<file path="src/rtl/phy_pkg.sv">
// Shared PHY definitions: comma character defaults and the aligner state encoding.
package phy_pkg;

  localparam logic [7:0]  COMMA_DEFAULT       = 8'hBC;
  localparam int unsigned COMMA_COUNT_DEFAULT = 4;

  typedef enum logic [1:0] {
    ST_SEARCH = 2'd0,
    ST_ALIGN  = 2'd1,
    ST_ACTIVE = 2'd2
  } state_e;

endpackage

</file>
<file path="src/rtl/rx_serial_aligner.sv">
// Serial byte aligner: slides over the bit stream until COMMA_COUNT commas land
// on consecutive byte boundaries, then emits one recovered byte every 8 clocks.
module rx_serial_aligner
  import phy_pkg::*;
#(
  parameter logic [7:0]  COMMA       = COMMA_DEFAULT,
  parameter int unsigned COMMA_COUNT = COMMA_COUNT_DEFAULT
) (
  input  logic       clk_8f,
  input  logic       reset,
  input  logic       data_in,
  output logic [7:0] data_out,
  output logic       valid_out,
  output logic       byte_strobe,
  output logic       active
);

  localparam int unsigned CW = (COMMA_COUNT < 2) ? 1 : $clog2(COMMA_COUNT + 1);
  localparam logic [CW:0] CNT_TARGET = (CW+1)'(COMMA_COUNT);

  state_e        state_q, state_d;
  logic [7:0]    sr_q, sr_d;
  logic [2:0]    bit_cnt_q, bit_cnt_d;
  logic [CW-1:0] comma_cnt_q, comma_cnt_d;
  logic [7:0]    data_q, data_d;
  logic          valid_q, valid_d;
  logic          strobe_q, strobe_d;
  logic          active_q, active_d;

  logic          sr_is_comma;
  logic          boundary;
  logic [CW:0]   cnt_inc;

  assign sr_is_comma = (sr_q == COMMA);
  assign boundary    = (bit_cnt_q == 3'd0);
  // One extra bit so the target compare can never be fooled by a wrap.
  assign cnt_inc     = {1'b0, comma_cnt_q} + (CW+1)'(1);

  always_comb begin
    sr_d        = {sr_q[6:0], data_in};
    state_d     = state_q;
    bit_cnt_d   = bit_cnt_q + 3'd1;
    comma_cnt_d = comma_cnt_q;
    data_d      = data_q;
    valid_d     = valid_q;
    strobe_d    = 1'b0;
    active_d    = active_q;

    case (state_q)
      ST_SEARCH: begin
        if (sr_is_comma) begin
          // Phase the bit counter so boundaries fall every 8 cycles after the hit.
          bit_cnt_d   = 3'd1;
          comma_cnt_d = CW'(1);
          state_d     = ST_ALIGN;
        end
      end
      ST_ALIGN: begin
        if (boundary) begin
          if (sr_is_comma) begin
            comma_cnt_d = cnt_inc[CW-1:0];
            if (cnt_inc >= CNT_TARGET) begin
              state_d  = ST_ACTIVE;
              active_d = 1'b1;
            end
          end else begin
            state_d     = ST_SEARCH;
            comma_cnt_d = '0;
          end
        end
      end
      ST_ACTIVE: begin
        if (boundary) begin
          data_d   = sr_q;
          valid_d  = !sr_is_comma;
          strobe_d = 1'b1;
        end
      end
      default: state_d = ST_SEARCH;
    endcase
  end

  always_ff @(posedge clk_8f) begin
    if (reset) begin
      state_q     <= ST_SEARCH;
      sr_q        <= '0;
      bit_cnt_q   <= '0;
      comma_cnt_q <= '0;
      data_q      <= '0;
      valid_q     <= 1'b0;
      strobe_q    <= 1'b0;
      active_q    <= 1'b0;
    end else begin
      state_q     <= state_d;
      sr_q        <= sr_d;
      bit_cnt_q   <= bit_cnt_d;
      comma_cnt_q <= comma_cnt_d;
      data_q      <= data_d;
      valid_q     <= valid_d;
      strobe_q    <= strobe_d;
      active_q    <= active_d;
    end
  end

  assign data_out    = data_q;
  assign valid_out   = valid_q;
  assign byte_strobe = strobe_q;
  assign active      = active_q;

endmodule

</file>
<file path="config.mk">
export PLATFORM = sky130hd
export DESIGN_NAME = rx_serial_aligner
export DESIGN_NICKNAME = d
export VERILOG_FILES = /design/src/rtl/phy_pkg.sv /design/src/rtl/rx_serial_aligner.sv
export SDC_FILE = /design/constraint.sdc
export NUM_CORES = 1
export LEC_CHECK = 0
export ABC_CLOCK_PERIOD_IN_PS = 2400
export BUFFER_PORTS_ARGS = -buffer_cell sky130_fd_sc_hd__buf_4
export CORE_UTILIZATION = 55
export DETAILED_ROUTE_END_ITERATION = 12
export PLACE_DENSITY_LB_ADDON = 0.05
export SLEW_MARGIN = 20
export SYNTH_ARGS = -nofsm -noshare
export SYNTH_HDL_FRONTEND = slang
export SYNTH_SLANG_ARGS = --single-unit
</file>
<file path="constraint.sdc">
create_clock -name clk_8f -period 2.4 [get_ports clk_8f]
set_input_delay 0.24 -clock clk_8f [delete_from_list [all_inputs] [get_ports clk_8f]]
set_output_delay 0.24 -clock clk_8f [all_outputs]
set_load 0.01 [all_outputs]
</file>
==> flow_metrics.py, run 1 <==
metrics = {
    "layout": {
        "utilization_pct": 66.9,
        "syn2layout_area_growth_pct": 13.2,
        "drive_above_1_share_pct": 19.0,
        "multi_input_area_sq_um": 459,
        "seqCellArea_sq_um": 541,
        "fin_cells": 146,
        "final_area_sq_mm": 0.00117,
        "diodes": 0,
        "fillers": 155,
        "fin_nets": 128,
    },
    "power": {
        "p_sw_share_pct": 22.5,
        "power.density_mw_per_mm2": 589,
        "cellLeakagePower_nw": 0.457,
        "combPwrFrac_pct": 5.2,
        "internal_power_uw": 533,
        "seqPwrFrac_pct": 66.8,
        "switchingPower_uw": 154,
        "p_clk_share_pct": 28.0,
        "ir_drop_mv": 0.479,
    },
    "cts": {
        "htree_levels": 1,
        "cts-root-buf": "clkbuf_4",
        "numCtsBuffers": 3,
        "cts_buffer_depth": 2,
        "cts_tree": "done",
        "cts.sinks": 27,
        "holdBufCountCts": 0,
        "cts-resized-gates": 0,
        "clock_latency_ns": 0.32,
        "post_cts.repair.setup_buffers": 0,
        "clkTransAtPathRegs_ns": 0.14,
    },
    "synth": {
        "ys_seq_area_share_pct": 52.4,
        "synth_fa_ha_area_share_pct": 3.64,
        "synth_xor_area_share_pct": 0.850,
        "netlist_instances": 109,
        "synth_top_cell_area_share_pct": 52.4,
        "synthMuxAreaShare_pct": 1.09,
        "synth_top_family_by_area": "simple AND/OR/NAND/NOR gates",
        "avgSynthCellArea_sq_um": 9.46,
        "syn_area_sq_mm": 0.00103,
        "ys_ff_latch": 27,
        "synth_top_cell_by_area": "dfxtp_1",
        "synth_most_common_cell": "dfxtp_1",
        "yosysWarnings": 0,
        "ys_types": 31,
        "synth_fp_nets": 115,
        "netlist_top_cells_area": "dfxtp_1 (52%), nor2b_1 (6.7%), nand2_1 (6.6%)",
        "ys_top_cells_by_count": "dfxtp_1 (27), nand2_1 (18), a21oi_1 (12)",
        "synthSimpleGateAreaFrac_pct": 26.0,
        "synth_edf_count": 0,
        "ys.flop_type": "dfxtp_1",
        "synth_compound_area_share_pct": 13.0,
        "async_flop_share_pct": 0,
    },
    "placement": {
        "place_congestion": 0.795,
        "place_ws_ns": 0.861,
        "placed_cell_area_sq_mm": 0.00114,
        "io_buffers": 13,
        "dp_hpwl_um": 1290,
        "placed_cells": 142,
    },
    "routing": {
        "drt_wl_total_um": 1800,
        "wl_per_cell_um": 12.3,
        "drc": 0,
        "first_pass_iters": 4,
        "drtAntennaViolNets": 0,
        "drtIter0Drc": 13,
        "via_count": 781,
        "vias_per_cell": 5.35,
    },
    "worst_setup_path": {
        "arrival_ns": 1.85,
        "rrSetupSlack_ns": 0.79,
        "start_kind": "register",
        "end_kind": "register",
        "worst-setup-path-type": "reg -> reg",
        "path_max_fanout": 5,
        "path_cells": "inv_1 -> ha_1 -> nor3b_1 -> mux2_2 -> a21oi_1 -> o21a_1",
        "ff2ff_path_depth": 6,
        "slowest_stage": "nor3b_1",
        "cp_data_required_time_ns": 2.64,
        "rr_endpoint": "comma_cnt_q[0]$_SDFFE_PP0P_",
        "crit-reg2reg-launch": "bit_cnt_q[0]$_SDFF_PP0_",
        "cpPeakStageDelay_ns": 0.50,
    },
    "min_path": {
        "min_from": "data_in",
        "hold_path_class": "in -> reg",
        "hold_depth": 2,
        "hold_end": "sr_q[0]$_SDFF_PP0_",
    },
    "sta": {
        "drv_slew": 0,
        "finalSetupTns_ns": 0,
        "relSlewSlack_pct": 61.3,
        "hold_violations": 0,
        "period_needed_ns": 1.61,
        "period_share_pct": 67.0,
        "fmax_mhz": 622,
        "finalWorstSetupSlack_ns": 0.791,
        "rsz0062_at_grt": "no",
        "setup_violations": 0,
        "fin_skew_ns": 0.00470,
        "tightest_slew_ns": 0.579,
    },
    "global_routing": {
        "grt_overflow": 0,
        "grt_pass1_wl_um": 2880,
        "grt_max_degree": 28,
        "grt_pass1_vias": 676,
        "track_usage_pct": 20.3,
        "antenna_found_initial": 0,
    },
    "status": {
        "status": "finished, final reports clean",
    },
    "floorplan": {
        "core_sq_mm": 0.00175,
        "num_rows": 15,
        "die_y_um": 45.3,
        "start_util_pct": 59.1,
        "die_w_um": 45.3,
        "io_pins": 14,
        "dieArea_sq_mm": 0.00205,
    },
    "job": {
        "maxCapViolCount": 0,
    },
}
## routing by layer
| metal | GRT usage, % | share of wire [%] | vias up |
|---|---|---|---|
| li1 | - | - | 399 |
| met1 | 26.8 | 47 | 365 |
| met2 | 30.4 | 49 | 13 |
| met3 | 4.80 | 2.5 | 4 |
| met4 | 10.9 | 1.7 | 0 |
| met5 | 0 | 0 | - |
## layout by cell type, fill, tap and decap left out
cell / count
and4_1: 1
a21oi_1: 12
nand2_1: 18
ha_1: 3
o21ai_0: 1
nand4_2: 1
nand3_1: 1
nor2b_1: 11
a31oi_1: 1
o311ai_0: 1
or2_2: 1
clkinv_2: 1
nor2_2: 1
clkbuf_4: 3
o21ba_2: 1
o2111a_1: 1
o21a_1: 1
mux2_2: 1
nand4_1: 1
nor3_1: 3
nor4_2: 1
dfxtp_1: 27
nand2b_1: 2
a211oi_1: 1
inv_1: 3
nor2_1: 3
a2bb2oi_1: 1
buf_4: 13
and4bb_1: 1
nor3b_1: 3
xnor2_1: 1
a41oi_1: 1
## final cells by class
class / instances / area share (%)
clock buffers: 3 / 1.93
flip-flops and latches: 27 / 46.3
inverters: 3 / 0.965
well taps: 25 / 2.68
multi-input cells: 74 / 39.3
repair buffers: 13 / 8.36
clock inverters: 1 / 0.429
## logic make-up (layout without fill, tap and decap cells)
| group | Yosys count | in the layout |
|---|---|---|
| AO/OA/AOI/OAI | 21 | 21 |
| XOR/XNOR | 1 | 1 |
| adder cells (fa/ha/maj) | 3 | 3 |
| buffers and inverters | 8 | 20 |
| flip-flops | 27 | 27 |
| multiplexers | 1 | 1 |
| AND/OR/NAND/NOR | 48 | 48 |
## stage by stage
stage	total power, mW	hold slack, ns
after detailed placement	0.505	0.449
final	0.688	0.122
after floorplan	0.496	0.368
after global routing	0.724	0.113
after CTS	0.696	0.115
after global placement	0.503	0.436
## flip-flops by register name, summed over array words and instances, names as in the netlist
| signal | cells |
|---|---|
| active | 1 |
| bit_cnt_q | 3 |
| byte_strobe | 1 |
| comma_cnt_q | 3 |
| data_out | 8 |
| sr_q | 8 |
| state_q | 2 |
| valid_out | 1 |
## worst max-delay path, delay by kind of cell (launching register included)
kind                     cells  cell delay (ns)
adder cells (fa/ha/maj)      1             0.17
flip-flops                   1             0.34
AO/OA/AOI/OAI                2             0.18
multiplexers                 1             0.26
AND/OR/NAND/NOR              1             0.50
buffers and inverters        1             0.07
## worst max-delay path by stage
stage,cells past startpoint,slack (ns),end,startpoint
final,6,0.79,comma_cnt_q[0]$_SDFFE_PP0P_,bit_cnt_q[0]$_SDFF_PP0_
after global placement,6,0.94,comma_cnt_q[0]$_SDFFE_PP0P_,bit_cnt_q[0]$_SDFF_PP0_
after detailed placement,6,0.86,comma_cnt_q[0]$_SDFFE_PP0P_,bit_cnt_q[0]$_SDFF_PP0_
after global routing,6,0.68,comma_cnt_q[0]$_SDFFE_PP0P_,bit_cnt_q[0]$_SDFF_PP0_
after CTS,6,0.81,comma_cnt_q[0]$_SDFFE_PP0P_,bit_cnt_q[0]$_SDFF_PP0_
after floorplan,6,1.03,comma_cnt_q[0]$_SDFFE_PP0P_,bit_cnt_q[0]$_SDFF_PP0_
## power by group through the flow
stage	sequential, mW	clock [mW]	combinational (mW)
floorplan	0.468	0	0.0282
global placement	0.469	0	0.0341
detailed placement	0.470	0	0.0351
CTS	0.460	0.200	0.0354
global route	0.461	0.223	0.0399
finish	0.460	0.193	0.0355
No activity file was read; power rests on OpenSTA's default activity.
==> run 2: changes to the inputs <==
- ABC_AREA: default -> 1
- ABC_CLOCK_PERIOD_IN_PS: 2400 -> 1350
- CORE_UTILIZATION: 55 -> 49
- clock period: 2.4 -> 1.35 ns (I/O delays scaled with it)
==> run 2 against run 1 <==
  * Total power increased by 82%
  * Largest cell class unchanged
  * Clock skew about the same
  * Final cell count up 29%
  * Global-route usage shrank 2.8 points
  * Non-clock buffer count increased by 4
  * Via count grew 14%
  * Largest power group unchanged
  * Setup slack lost 0.67 ns
  * Sequential power increased by 78%
  * Critical path type unchanged
  * Clock power grew 90%
==> flow_metrics.py, run 2 <==
metrics = {
    "synth": {
        "synth_most_common_cell": "dfxtp_1",
        "ys_types": 23,
        "synth_fp_nets": 147,
        "async_flop_share_pct": 0,
        "ys_ff_latch": 27,
        "avgSynthCellArea_sq_um": 8.02,
        "synth_edf_count": 0,
        "yosysWarnings": 0,
        "synth_top_cell_by_area": "dfxtp_1",
        "ys_seq_area_share_pct": 47.8,
        "syn_area_sq_mm": 0.00113,
        "netlist_top_cells_area": "dfxtp_1 (48%), nor2_1 (8.3%), o21ai_0 (6.6%)",
        "netlist_instances": 141,
        "synth_top_cell_area_share_pct": 47.8,
        "ys_top_cells_by_count": "dfxtp_1 (27), nor2_1 (25), nand2_1 (18)",
        "ys.flop_type": "dfxtp_1",
    },
    "sta": {
        "fmax_mhz": 813,
        "tightest_slew_ns": 0.290,
        "finalSetupTns_ns": 0,
        "period_share_pct": 91.1,
        "period_needed_ns": 1.23,
        "fin_skew_ns": 0.00420,
        "drv_slew": 0,
        "rsz0062_at_grt": "yes",
        "finalWorstSetupSlack_ns": 0.120,
        "relSlewSlack_pct": 80.7,
        "hold_violations": 0,
        "setup_violations": 0,
    },
    "worst_setup_path": {
        "cp_data_required_time_ns": 1.64,
        "path_max_fanout": 9,
        "slowest_stage": "dfxtp_2",
        "cpPeakStageDelay_ns": 0.37,
        "worst-setup-path-type": "reg -> reg",
        "path_cells": "inv_1 -> ha_1 -> inv_1 -> nor2_4 -> nand3_4 -> clkinv_4 -> buf_4 -> a21oi_2",
        "start_kind": "register",
        "crit_family": "buffers and inverters",
        "end_kind": "register",
        "crit_buf_inv": 4,
        "cp_common_cell": "inv_1",
        "arrival_ns": 1.52,
    },
    "global_routing": {
        "antenna_found_initial": 0,
        "grt_overflow": 0,
        "track_usage_pct": 17.4,
        "grt_pass1_wl_um": 3260,
        "grt_max_degree": 18,
        "grt_pass1_vias": 777,
    },
    "routing": {
        "vias_per_cell": 4.72,
        "first_pass_iters": 4,
        "drtAntennaViolNets": 0,
        "wl_per_cell_um": 10.7,
        "drt_wl_total_um": 2020,
        "drtIter0Drc": 14,
        "drc": 0,
        "via_count": 887,
    },
    "cts": {
        "numCtsBuffers": 3,
        "clock_latency_ns": 0.33,
        "htree_levels": 1,
        "cts_tree": "done",
        "cts-root-buf": "clkbuf_4",
        "cts_buffer_depth": 2,
        "clkTransAtPathRegs_ns": 0.15,
        "cts.sinks": 27,
    },
    "layout": {
        "fin_cells": 188,
        "fin_nets": 167,
        "syn2layout_area_growth_pct": 16.3,
        "most-common-layout-cells": "nor2_1 (25), dfxtp_1 (25), nand2_1 (18)",
        "diodes": 0,
        "drive_above_1_share_pct": 28.1,
        "utilization_pct": 60.0,
        "final_area_sq_mm": 0.00132,
    },
    "floorplan": {
        "num_rows": 17,
        "die_y_um": 50.0,
        "io_pins": 14,
        "die_w_um": 50.0,
        "core_sq_mm": 0.00219,
        "dieArea_sq_mm": 0.00250,
        "start_util_pct": 51.6,
    },
    "status": {
        "status": "finished, final reports clean",
    },
    "job": {
        "maxCapViolCount": 0,
    },
    "placement": {
        "place_ws_ns": 0.0743,
        "dp_hpwl_um": 1400,
        "place_congestion": 0.759,
        "io_buffers": 13,
        "placed_cell_area_sq_mm": 0.00125,
        "placed_cells": 181,
    },
    "power": {
        "ir_drop_mv": 0.640,
        "cellLeakagePower_nw": 0.557,
        "power.density_mw_per_mm2": 951,
    },
    "min_path": {
        "hold_path_class": "in -> reg",
    },
}
## run 2: cell count changes after synthesis, moves of 3 or more
cell / change
clkbuf_1: -3
inv_1: +12
inv_2: +5
nand2_2: +3
nor2_1: +22
nor2_2: +3
nor2b_1: -11
nor3_1: -3
nor3b_1: -3
o21ai_0: +14
## run 2: worst reg2reg max path, delay by kind of cell, from the launching register on
family | cells | cell delay, ns
compound gates | 1 | 0.11
fa+ha+maj | 1 | 0.18
buf+inv | 4 | 0.39
flops | 1 | 0.37
simple gates | 2 | 0.14
## run 2: layout make-up
| cell class | instances | area, sq um |
|---|---|---|
| Multi-Input combinational cell | 90 | 488 |
| Sequential cell | 27 | 543 |
| Inverter | 21 | 83.8 |
| Tap cell | 28 | 35.0 |
| Fill cell | 215 | 876 |
| Clock buffer | 3 | 22.5 |
| Timing Repair Buffer | 17 | 130 |
| Timing Repair inverter | 1 | 5.00 |
| Clock inverter | 1 | 7.51 |
## run 2: worst paths after layout
path                                start                        to  slack (ns)  depth (start not counted)
setup / recovery  bit_cnt_q[0]$_SDFF_PP0_  data_out[6]$_SDFFE_PP0P_        0.12                          8
hold / removal                      reset       active$_SDFFE_PP0P_        0.14                          3
setup reg to reg  bit_cnt_q[0]$_SDFF_PP0_  data_out[6]$_SDFFE_PP0P_        0.12                          8
hold reg to reg   bit_cnt_q[0]$_SDFF_PP0_   bit_cnt_q[0]$_SDFF_PP0_        0.45                          1
## run 2: per-stage QoR
stage	hold slack (ns)	power, mW
global route	0.144	1.30
CTS	0.144	1.26
floorplan	0.197	0.875
finish	0.138	1.25
detailed placement	0.353	0.896
global placement	0.340	0.895
## run 2: report_power, final
group | total (mW) | leakage (nW) | switching, mW | internal, mW
Sequential | 0.819 | 0.219 | 0.00835 | 0.810
Clock | 0.367 | 0.0139 | 0.253 | 0.114
Combinational | 0.0650 | 0.324 | 0.0390 | 0.0260
## run 2: repair_timing
action / in CTS / in global routing
buffers inserted: 0 / 1
gates resized for setup: 0 / 12
endpoints found under the setup margin: 0 / 11
hold buffers: 1 / 0
hold endpoints to repair: 1 / 0
## run 2: kinds of logic after synthesis
logic type / after synthesis / share of synthesized area, %
compound gates: 28 / 13.4
fa+ha+maj: 3 / 3.32
buf+inv: 24 / 9.73
flops: 27 / 47.8
simple gates: 59 / 25.8
## run 2: metal layers
layer	routed length, um	track usage, %	vias up
met5	0	0	-
met4	26	8.57	0
met3	49	3.70	4
met2	969	29.3	9
met1	972	20.6	396
li1	-	-	478
==> run 3: changes to the inputs <==
- RECOVER_POWER: default -> 50
==> run 3 against run 2 <==
  * Global-route usage did not move
  * Clock skew hardly changed
  * Die area unchanged
  * Final cell count unchanged
  * Non-clock buffer count unchanged
  * Maximum frequency is essentially flat
  * Setup slack improved by 0.00055 ns
  * Critical path type unchanged
  * Highest routed layer unchanged
==> flow_metrics.py, run 3 (synthesis results as in run 2) <==
metrics = {
    "cts": {
        "cts_buffer_depth": 2,
        "numCtsBuffers": 3,
        "clkTransAtPathRegs_ns": 0.15,
        "cts-root-buf": "clkbuf_4",
        "cts.sinks": 27,
        "cts_tree": "done",
        "clock_latency_ns": 0.33,
        "htree_levels": 1,
    },
    "routing": {
        "drc": 0,
        "first_pass_iters": 4,
        "via_count": 887,
        "drt_wl_total_um": 2020,
        "drtIter0Drc": 16,
        "wl_per_cell_um": 10.7,
        "drtAntennaViolNets": 0,
        "vias_per_cell": 4.72,
    },
    "power": {
        "seqPwrFrac_pct": 65.5,
        "combPwrFrac_pct": 5.2,
        "cellLeakagePower_nw": 0.522,
        "switchingPower_uw": 300,
        "internal_power_uw": 950,
        "p_clk_share_pct": 29.4,
        "p_sw_share_pct": 24.0,
        "ir_drop_mv": 0.627,
        "power.density_mw_per_mm2": 973,
    },
    "floorplan": {
        "num_rows": 17,
        "start_util_pct": 51.6,
        "dieArea_sq_mm": 0.00250,
        "die_y_um": 50.0,
        "io_pins": 14,
        "die_w_um": 50.0,
        "core_sq_mm": 0.00219,
    },
    "layout": {
        "syn2layout_area_growth_pct": 13.6,
        "fin_nets": 167,
        "diodes": 0,
        "drive_above_1_share_pct": 21.9,
        "most-common-layout-cells": "nor2_1 (25), dfxtp_1 (25), nand2_1 (18)",
        "fillers": 220,
    },
    "sta": {
        "relSlewSlack_pct": 81.3,
        "period_share_pct": 91.0,
        "finalWorstSetupSlack_ns": 0.121,
        "rsz0062_at_grt": "yes",
        "finalSetupTns_ns": 0,
        "fin_skew_ns": 0.00428,
        "setup_violations": 0,
        "tightest_slew_ns": 0.280,
        "drv_slew": 0,
        "period_needed_ns": 1.23,
        "hold_violations": 0,
        "fmax_mhz": 814,
    },
    "global_routing": {
        "grt_max_degree": 18,
        "grt_pass1_vias": 777,
        "antenna_found_initial": 0,
        "grt_overflow": 0,
        "grt_pass1_wl_um": 3260,
        "track_usage_pct": 17.4,
    },
    "worst_setup_path": {
        "start_kind": "register",
        "crit-reg2reg-launch": "bit_cnt_q[0]$_SDFF_PP0_",
        "worst-setup-path-type": "reg -> reg",
        "path_max_fanout": 9,
        "path_cells": "inv_1 -> ha_1 -> inv_1 -> nor2_4 -> nand3_4 -> clkinv_4 -> buf_4 -> a21oi_2",
        "arrival_ns": 1.52,
        "end_kind": "register",
        "slowest_stage": "dfxtp_2",
        "crit_family": "buffers and inverters",
        "cp_common_cell": "inv_1",
        "cpPeakStageDelay_ns": 0.37,
        "startpoint": "bit_cnt_q[0]$_SDFF_PP0_",
        "cp_data_required_time_ns": 1.64,
        "crit_buf_inv": 4,
    },
    "placement": {
        "dp_hpwl_um": 1400,
        "place_congestion": 0.759,
        "io_buffers": 13,
        "place_ws_ns": 0.0743,
    },
    "min_path": {
        "hold_path_class": "in -> reg",
        "min_from": "reset",
    },
    "status": {
        "status": "finished, final reports clean",
    },
    "job": {
        "maxCapViolCount": 0,
    },
}
[run 3: changes by cell type in the layout (fill, tap and decap cells not counted)]
cell      previous run  this run
buf_4               16         7
inv_2                5         3
clkbuf_1             0         8
clkbuf_4             3         4
inv_1               15        17
[run 3: worst paths after layout]
check | to | cells past startpoint | slack, ns
min | active$_SDFFE_PP0P_ | 3 | 0.14
max | data_out[6]$_SDFFE_PP0P_ | 8 | 0.12
max reg2reg | data_out[6]$_SDFFE_PP0P_ | 8 | 0.12
min reg2reg | bit_cnt_q[0]$_SDFF_PP0_ | 1 | 0.45
[run 3: power groups by stage]
stage / clock, mW / combinational (mW) / sequential, mW
finish: 0.367 / 0.0646 / 0.818
global route: 0.408 / 0.0744 / 0.821
CTS: 0.375 / 0.0634 / 0.818
detailed placement: 0 / 0.0604 / 0.835
global placement: 0 / 0.0599 / 0.835
floorplan: 0 / 0.0421 / 0.833
[run 3: area by class of cell]
cell class,instances,area (sq um),area share (%)
clock buffers,3,22.5,1.75
flip-flops and latches,27,543,42.3
clock inverters,1,7.51,0.584
repair inverters,1,5.00,0.389
repair buffers,17,100,7.79
multi-input cells,90,488,38.0
inverters,21,83.8,6.52
well taps,28,35.0,2.73
[run 3: layer usage]
metal	routed length [um]	up-vias	GRT usage [%]
li1	-	477	-
met1	968	397	20.6
met2	971	9	29.3
met3	51	4	3.70
met4	26	0	8.57
met5	0	-	0
[run 3: repair_timing]
action | 4_1_cts | 5_1_grt
hold endpoints to repair | 1 | 0
hold buffers | 1 | 0
resized for setup | 0 | 12
buffers inserted | 0 | 1
endpoints found under the setup margin | 0 | 11
[run 3: through the flow]
step / cells / hold slack (ns) / util, % / area, sq um / power (mW)
after floorplan: 141 / 0.197 / - / 1130 / 0.875
after global placement: 181 / 0.340 / 57.1 / 1250 / 0.895
after detailed placement: 181 / 0.353 / 57.1 / 1250 / 0.896
after CTS: 186 / 0.144 / 58.9 / 1290 / 1.26
after global routing: 188 / 0.144 / 58.7 / 1280 / 1.30
final: 188 / 0.138 / 58.7 / 1280 / 1.25
[run 3: worst min-delay path: stages]
cell and delay [ns]:
buf_4 0.09, buf_4 0.18, a21oi_2 0.04
